### config.mk
export PLATFORM = sky130hd
export DESIGN_NAME = multicycle_ctrl
export DESIGN_NICKNAME = d
export VERILOG_FILES = /design/src/rtl/multicycle_ctrl_pkg.sv /design/src/rtl/multicycle_ctrl_mem_wait_timer.sv /design/src/rtl/multicycle_ctrl.sv
export SDC_FILE = /design/constraint.sdc
export NUM_CORES = 1
export LEC_CHECK = 0
export BUFFER_PORTS_ARGS = -buffer_cell sky130_fd_sc_hd__buf_2
export CAP_MARGIN = 0
export CORE_MARGIN = 10
export CORE_UTILIZATION = 40
export CTS_BUF_LIST = sky130_fd_sc_hd__clkbuf_8 sky130_fd_sc_hd__clkbuf_16
export DETAILED_ROUTE_END_ITERATION = 8
export PLACE_DENSITY = 0.67
export SYNTH_ARGS = -nofsm -noshare
export SYNTH_HDL_FRONTEND = slang
export SYNTH_SLANG_ARGS = --single-unit
### constraint.sdc
create_clock -name clk -period 2.2 [get_ports clk]
set_input_delay 0.33 -clock clk [delete_from_list [all_inputs] [get_ports clk]]
set_output_delay 0.33 -clock clk [all_outputs]
set_load 0.02 [all_outputs]
### src/rtl/multicycle_ctrl_pkg.sv
// Shared definitions for the femtoRV32 multi-cycle controller and ALU control decoder:
// state encodings, opcodes, ALUOp codes, fault causes and the control-bundle payload.
package multicycle_ctrl_pkg;

  typedef enum logic [2:0] {
    ST_FETCH  = 3'd0,
    ST_DECODE = 3'd1,
    ST_EXEC   = 3'd2,
    ST_MEM    = 3'd3,
    ST_WB     = 3'd4,
    ST_FAULT  = 3'd5
  } state_t;

  localparam logic [6:0] OP_R      = 7'b0110011;
  localparam logic [6:0] OP_LOAD   = 7'b0000011;
  localparam logic [6:0] OP_STORE  = 7'b0100011;
  localparam logic [6:0] OP_BRANCH = 7'b1100011;

  localparam logic [1:0] ALU_ADD  = 2'b00;
  localparam logic [1:0] ALU_SUB  = 2'b01;
  localparam logic [1:0] ALU_FUNC = 2'b10;

  localparam logic [1:0] CAUSE_NONE    = 2'b00;
  localparam logic [1:0] CAUSE_ILLEGAL = 2'b01;
  localparam logic [1:0] CAUSE_TIMEOUT = 2'b10;

  // Datapath control bundle driven by the controller each cycle.
  typedef struct packed {
    logic [1:0] aluop;
    logic       alusrcb;
    logic       ir_write;
    logic       mem_read;
    logic       mem_write;
    logic       iord;
    logic       reg_write;
    logic       memtoreg;
    logic       pc_write;
    logic       pc_src;
  } ctrl_t;

  function automatic logic is_legal(input logic [6:0] op);
    return (op == OP_R) || (op == OP_LOAD) || (op == OP_STORE) || (op == OP_BRANCH);
  endfunction

endpackage

### src/rtl/multicycle_ctrl_mem_wait_timer.sv
// Memory wait timer: counts consecutive stalled cycles while active.
//   clk, rst   : clock, synchronous active-high reset
//   active     : controller is in a memory-waiting state (FETCH/MEM)
//   mem_ready  : memory completes this cycle
//   timeout    : this cycle is the STALL_MAX-th consecutive stall (combinational)
module mem_wait_timer #(
  parameter int unsigned STALL_MAX = 16
) (
  input  logic clk,
  input  logic rst,
  input  logic active,
  input  logic mem_ready,
  output logic timeout
);

  localparam int unsigned CW = $clog2(STALL_MAX + 1);

  logic [CW-1:0] cnt;

  // Leaving FETCH/MEM or a completed access clears the run of stalls.
  always_ff @(posedge clk) begin
    if (rst) begin
      cnt <= '0;
    end else if (active && !mem_ready) begin
      cnt <= cnt + CW'(1);
    end else begin
      cnt <= '0;
    end
  end

  // mem_ready on the would-be final stall cycle suppresses the timeout.
  assign timeout = active && !mem_ready && (cnt == CW'(STALL_MAX - 1));

endmodule

### src/rtl/multicycle_ctrl.sv
// Multi-cycle main controller for femtoRV32: sequences FETCH/DECODE/EXEC/MEM/WB,
// drives ALU op, mux selects and write enables, counts retired instructions and
// detects illegal opcodes and memory timeouts.
//   Inputs : clk, rst (sync, active-high), Inst, mem_ready, zero
//   Outputs: ALUOp, ALUSrcB, IR_write, MemRead, MemWrite, IorD, RegWrite, MemtoReg,
//            PC_write, PC_src (decoded from state), retired, fault, fault_cause
module multicycle_ctrl
  import multicycle_ctrl_pkg::*;
#(
  parameter int unsigned STALL_MAX = 16,
  parameter int unsigned CNT_W     = 32
) (
  input  logic             clk,
  input  logic             rst,
  input  logic [31:0]      Inst,
  input  logic             mem_ready,
  input  logic             zero,
  output logic [1:0]       ALUOp,
  output logic             ALUSrcB,
  output logic             IR_write,
  output logic             MemRead,
  output logic             MemWrite,
  output logic             IorD,
  output logic             RegWrite,
  output logic             MemtoReg,
  output logic             PC_write,
  output logic             PC_src,
  output logic [CNT_W-1:0] retired,
  output logic             fault,
  output logic [1:0]       fault_cause
);

  state_t     state, state_n;
  ctrl_t      ctrl;
  logic       retire;
  logic       timeout;
  logic       active;
  logic [6:0] opcode;
  logic       unused_inst;

  assign opcode      = Inst[6:0];
  assign unused_inst = ^Inst[31:7];
  assign active      = (state == ST_FETCH) || (state == ST_MEM);

  mem_wait_timer #(.STALL_MAX(STALL_MAX)) u_timer (
    .clk       (clk),
    .rst       (rst),
    .active    (active),
    .mem_ready (mem_ready),
    .timeout   (timeout)
  );

  // State register.
  always_ff @(posedge clk) begin
    if (rst) state <= ST_FETCH;
    else     state <= state_n;
  end

  // Next-state logic.
  always_comb begin
    state_n = state;
    case (state)
      ST_FETCH: begin
        if (mem_ready)    state_n = ST_DECODE;
        else if (timeout) state_n = ST_FAULT;
      end
      ST_DECODE: state_n = is_legal(opcode) ? ST_EXEC : ST_FAULT;
      ST_EXEC: begin
        if (opcode == OP_R)           state_n = ST_WB;
        else if (opcode == OP_BRANCH) state_n = ST_FETCH;
        else                          state_n = ST_MEM;
      end
      ST_MEM: begin
        if (mem_ready)    state_n = (opcode == OP_LOAD) ? ST_WB : ST_FETCH;
        else if (timeout) state_n = ST_FAULT;
      end
      ST_WB:    state_n = ST_FETCH;
      ST_FAULT: state_n = ST_FAULT;
      default:  state_n = ST_FAULT;
    endcase
  end

  // Output decode; everything is held low while reset is asserted.
  always_comb begin
    ctrl   = '0;
    retire = 1'b0;
    fault  = 1'b0;
    if (!rst) begin
      case (state)
        ST_FETCH: begin
          ctrl.mem_read = 1'b1;
          ctrl.ir_write = mem_ready;
        end
        ST_EXEC: begin
          if (opcode == OP_R) begin
            ctrl.aluop = ALU_FUNC;
          end else if (opcode == OP_BRANCH) begin
            ctrl.aluop    = ALU_SUB;
            ctrl.pc_write = 1'b1;
            ctrl.pc_src   = zero;
            retire        = 1'b1;
          end else begin
            ctrl.aluop   = ALU_ADD;
            ctrl.alusrcb = 1'b1;
          end
        end
        ST_MEM: begin
          ctrl.iord      = 1'b1;
          ctrl.mem_read  = (opcode == OP_LOAD);
          ctrl.mem_write = (opcode == OP_STORE);
          if (mem_ready && (opcode == OP_STORE)) begin
            ctrl.pc_write = 1'b1;
            retire        = 1'b1;
          end
        end
        ST_WB: begin
          ctrl.reg_write = 1'b1;
          ctrl.memtoreg  = (opcode == OP_LOAD);
          ctrl.pc_write  = 1'b1;
          retire         = 1'b1;
        end
        ST_FAULT: fault = 1'b1;
        default: ;
      endcase
    end
  end

  assign ALUOp    = ctrl.aluop;
  assign ALUSrcB  = ctrl.alusrcb;
  assign IR_write = ctrl.ir_write;
  assign MemRead  = ctrl.mem_read;
  assign MemWrite = ctrl.mem_write;
  assign IorD     = ctrl.iord;
  assign RegWrite = ctrl.reg_write;
  assign MemtoReg = ctrl.memtoreg;
  assign PC_write = ctrl.pc_write;
  assign PC_src   = ctrl.pc_src;

  // Retired-instruction counter, wraps naturally.
  always_ff @(posedge clk) begin
    if (rst)         retired <= '0;
    else if (retire) retired <= retired + CNT_W'(1);
  end

  // Cause is captured on entry to FAULT and held until reset.
  always_ff @(posedge clk) begin
    if (rst) begin
      fault_cause <= CAUSE_NONE;
    end else if ((state != ST_FAULT) && (state_n == ST_FAULT)) begin
      fault_cause <= (state == ST_DECODE) ? CAUSE_ILLEGAL : CAUSE_TIMEOUT;
    end
  end

endmodule

; ---- Word level (Yosys, flattened, before mapping)
; Index checks and enable logic that the tools add are counted.
[classes]
add_sub_neg = 2
multipliers = 0
div_mod_pow = 0
magnitude_cmp = 0
eq_ne = 12
n_shift = 0
muxes = 30
bitwise_logic = 1
reduce_logical = 11
[ops]
columns = cell, count
row1 = "32-bit by 1-bit adder with 32-bit output, second input constant", 1
row2 = 3-bit 2-to-1 mux, 7
row3 = 3-bit case mux with 5 select lines, 1
row4 = "7-bit by 6-bit == test with 1-bit output, second input constant", 2
row5 = 2-bit 2-to-1 mux, 7
row6 = 1-bit 2-to-1 mux, 11
row7 = 11-bit 2-to-1 mux, 1
row8 = "3-bit == test, second input constant", 3
row9 = "7-bit by 2-bit == test with 1-bit output, second input constant", 1
row10 = "7-bit == test, second input constant", 1
row11 = "3-bit by 2-bit == test with 1-bit output, second input constant", 2
row12 = 1-bit case mux with 3 select lines, 2
row13 = "5-bit by 1-bit adder with 5-bit output, second input constant", 1
row14 = "5-bit by 4-bit == test with 1-bit output, second input constant", 1
row15 = 1-bit logical AND, 4
row16 = 1-bit logical OR, 4
row17 = "3-bit by 1-bit == test with 1-bit output, second input constant", 1
row18 = 3-bit zero test, 1
row19 = "3-bit != test, second input constant", 1
row20 = 1-bit case mux with 2 select lines, 1
row21 = 2-bit OR reduction, 1
row22 = 1-bit zero test, 1
row23 = 1-bit inverter, 1
[word_totals]
reg_bits = 42
latch_bits = 0
ram_bits = 0
romBits = 0
input_bits = 36
output_inout_bits = 46
elab_cells = 60
n_memories = 0

; ---- Logic depth before layout (Yosys ltp)
[logic_depth]
word_depth = 9
mapped_depth = 8
depth_no_buf = 7

; ---- Modules after synthesis
; From an unflattened synthesis, not the netlist that was laid out.
[hier_totals]
cells_unflattened = 282
area_unflattened_um2 = 2518.7
[modules_own_cells]
columns = mod, instances, cells_each, area_each_um2, seq_area_each_um2
row1 = multicycle_ctrl, 1, 261, 2299.7, 740.7
row2 = mem_wait_timer, 1, 21, 219.0, 100.1

; ---- Worst setup path after synthesis
; OpenSTA, ideal clock, no wires.
[synth_path]
kind = in2out
startpoint = input port Inst[3]
endpoint = output port PC_src
arrival_time_ns = 2.016
t_required_ns = 1.870
setup_slack_ns = -0.146
cell_stages = 4
path_buffers = 0
path_cell_list = nor4bb_1 nand2_1 nor4_1 and2_1
[synth_via]
elab_chain_len = 5
elab_cells_between_ends = 6
cone_classes = eq/ne (2) / mux (4)
[synth_lines]
columns = item, line
row1 = start: declaration, multicycle_ctrl.sv:15  ; input logic [31:0] Inst,
row2 = 7-bit == test, multicycle_ctrl.sv:97  ; end else if (opcode == OP_BRANCH) begin
row3 = 2-bit 2-to-1 mux, multicycle_ctrl.sv:97
row4 = 2-bit 2-to-1 mux (*), multicycle_ctrl.sv:95  ; if (opcode == OP_R) begin
row5 = 1-bit 2-to-1 mux (*), multicycle_ctrl.sv:89  ; case (state)
row6 = 11-bit 2-to-1 mux (*), multicycle_ctrl.sv:88  ; if (!rst) begin
row7 = end: declaration, multicycle_ctrl.sv:27  ; output logic PC_src,
; Mark *: on every way between the ends. The rest lies on a longest branch, timed or not.

; ---- Final worst setup path
[layout_path]
startpoint = register state[2]
endpoint = output port PC_src
[layout_via]
elab_chain_len = 3
[layout_lines]
columns = item, line
row1 = start: declaration, multicycle_ctrl.sv:33  ; state_t state, state_n;
row2 = start signal: assignment, multicycle_ctrl.sv:56  ; else state <= state_n;
row3 = 3-bit by 2-bit == test with 1-bit output, multicycle_ctrl.sv:89
row4 = 1-bit 2-to-1 mux, multicycle_ctrl.sv:89
row5 = 11-bit 2-to-1 mux, multicycle_ctrl.sv:88
; Every way passes these cells.

==> results.sh <==
export IMPL_relSlewSlack=0.7602
export IMPL_io_pins=82
export IMPL_antennaDiodeCount=0
export IMPL_viasPerCell=5.255
export IMPL_clock_path_buffers=2
export IMPL_crit_path_top_delay_cell="or3_4"
export IMPL_irDropWorstVdd_v=0.0003919
export IMPL_yosysWarnings=0
export IMPL_p_leak_nw=1.209
export IMPL_hold_viol=0
export IMPL_grt_ovfl_total=0
export IMPL_cap_violations=0
export IMPL_setup_violations=0
export IMPL_cp_cell_sequence="buf_6 -> nand2b_4 -> or3_4 -> nor4_4 -> and2_1 -> buf_4"
export IMPL_worstReg2RegEnd="retired[25]"
export IMPL_vias=2160
export IMPL_grt_met1_usage=0.1509
export IMPL_synthArstFlopShare=0
export IMPL_synth_seq_area_share=0.3794
export IMPL_fin_crit_ns=2.153
export IMPL_antenna_found_initial=0
export IMPL_fin_nets=377
export IMPL_final_cell_mix="buf_2, nor2_1, dfxtp_1"
export IMPL_syn_avg_cell_area_um2=8.207
export IMPL_routed_wl_um=5525
export IMPL_tns_ns=0
export IMPL_hold_class="primary input to register"
export IMPL_crit_type="register to output port"
export IMPL_final_common_cell="buf_2"
export IMPL_critPathLaunchType="register"
export IMPL_fin_skew_ns=0.006958
export IMPL_grt_util_met3=0.04203
export IMPL_cp_top_family="simple AND/OR/NAND/NOR gates"
export IMPL_placed_area_um2=2670
export IMPL_fin_crit_sh=0.9787
export IMPL_core_area_um2=5439
export IMPL_io_buffers=56
export IMPL_cp_arrival_ns=1.82
export IMPL_busiest_layer="met2"
export IMPL_r2r_slack_ns=0.22
export IMPL_reg2reg_depth=6
export IMPL_grt_use_total=0.1261
export IMPL_status="finished, final reports clean"
export IMPL_insertion_delay_ns=0.30
export IMPL_htree_levels=2
export IMPL_drtIter0Drc=63
export IMPL_clkTransAtPathRegs_ns=0.08
export IMPL_dr_pass1_iters=4
export IMPL_cts_root_buf="clkbuf_8"
export IMPL_fin_util=0.5215
export IMPL_worstSetupEndpointType="output port"
export IMPL_syn_num_nets=309
export IMPL_grt_max_degree=23
export IMPL_die_w_um=94.43
export IMPL_synthFlopType="dfxtp_1"
export IMPL_layoutNonFillerInstCount=411
export IMPL_r2r_start="retired[5]"
export IMPL_cp_num_buf_inv=2
export IMPL_hp_start="rst"
export IMPL_drc=0
export IMPL_rsz0062_at_grt="true"
export IMPL_ys_types=45
export IMPL_crit_cells=6
export IMPL_design_area_um2=2836
export IMPL_ys_ff_latch=42
export IMPL_areaGrowthSynthToFinish_pct=28.01
export IMPL_drv_slew=0
export IMPL_hold_depth=2
export IMPL_fmax_ghz=0.4644
export IMPL_antenna_left=0
export IMPL_place_congestion=0.8152
export IMPL_initial_core_util=0.4074
export IMPL_hpwl_um=4192
export IMPL_die_area_um2=8917
export IMPL_synth_cells=270
export IMPL_synth_edf_count=0
export IMPL_clkSinkCount=42
export IMPL_required_ns=1.87
export IMPL_cp_max_fo=13
export IMPL_die_h_um=94.43
export IMPL_cpPeakStageDelay_ns=0.36
export IMPL_cts_tree="done"
export IMPL_power_density_nw_per_um2=539.6
export IMPL_drive_gt1_frac=0.2920
export IMPL_wl_per_cell_um=13.44
export IMPL_placedCellCount=402
export IMPL_num_rows=27
export IMPL_grt_pass1_vias=1998
export IMPL_hold_end="state[1]"
export IMPL_use_met2=0.2037
export IMPL_n_fill_cell=536
export IMPL_cts_made_buffers=5
export IMPL_synth_area_um2=2216
export IMPL_max_slew_worst_pin_slew_ns=0.3564
export IMPL_grt_first_pass_wirelength_um=9259
-- layout make-up --
type                       instances  area (µm²)  area share
inverter                           9       33.78     0.01191
timing repair buffer              77       444.2      0.1566
tap                               72       90.09     0.03176
clock buffer                       5       68.82     0.02426
sequential                        42       847.1      0.2986
multi-input combinational        203        1311      0.4623
clock inverter                     3       41.29     0.01456
-- kinds of logic (layout without fill, tap and decap cells) --
group / count (synthesis) / after routing / share of synthesized area
AOI/OAI and AO/OA: 62 / 62 / 0.1892
xor gates and xnor gates: 22 / 22 / 0.08696
adders and majority gates: 3 / 3 / 0.01694
buffers and inverters: 25 / 94 / 0.04799
DFF: 42 / 42 / 0.3794
and+or+nand+nor: 116 / 116 / 0.2795
-- worst max path at each step --
stage / end / start / slack [ns]
finish: PC_src / state[2] / 0.05
global route: PC_src / state[2] / -0.02
CTS: PC_write / state[1] / 0.006
detailed placement: retired[22] / Inst[3] / 0.11
global placement: retired[22] / Inst[3] / 0.13
floorplan: PC_src / Inst[3] / 0.1
-- Yosys cell counts, types with 4 or more instances --
master,n,area (µm²)
dfxtp_1,42,840.8
nor2_1,42,157.7
xor2_1,19,166.4
nand2_1,17,63.81
a21oi_1,15,75.07
o21ai_0,14,70.07
or3_1,11,68.82
clkbuf_1,10,37.54
o2111ai_1,10,87.58
inv_1,9,33.78
o211ai_1,7,52.55
nand3_1,5,25.02
nor3_1,5,25.02
and2_1,4,25.02
and3_1,4,25.02
buf_2,4,20.02
nand2b_1,4,25.02
nor4_1,4,25.02
-- report_power, final --
group	leakage, nW	total [mW]	switching [mW]	internal [mW]
clock network	0.0556	0.598	0.264	0.334
registers	0.341	0.785	0.0143	0.770
logic	0.813	0.148	0.0898	0.0579
total	1.21	1.53	0.368	1.16
-- through the flow --
stage	power, mW	setup slack (ns)	hold WS (ns)
floorplan	0.8927	0.09770	0.4175
global placement	0.9443	0.1256	0.4309
detailed placement	0.9461	0.1139	0.4392
CTS	1.552	0.005510	0.3178
global route	1.603	-0.01858	0.3256
finish	1.531	0.04677	0.3279
-- what timing repair did --
item,4_1_cts,5_1_grt
setup endpoints to repair,1,6
setup buffers,0,1
resized for setup,1,11
pin swaps,0,2
hold buffers,0,0
-- metal layers --
| layer | vias to the layer above | routed length (µm) | part of all wire |
|---|---|---|---|
| met2 | 52 | 2578 | 0.47 |
| li1 | 1101 | - | - |
| met4 | 0 | 81 | 0.015 |
| met3 | 7 | 428 | 0.077 |
| met1 | 1000 | 2436 | 0.44 |
| met5 | - | 0 | 0 |
-- state kept, by name, indices dropped and copies added (netlist names) --
signal,count
state,3
retired,32
u_timer.cnt,5
fault_cause,2
No activity file was read; power rests on OpenSTA's default activity.
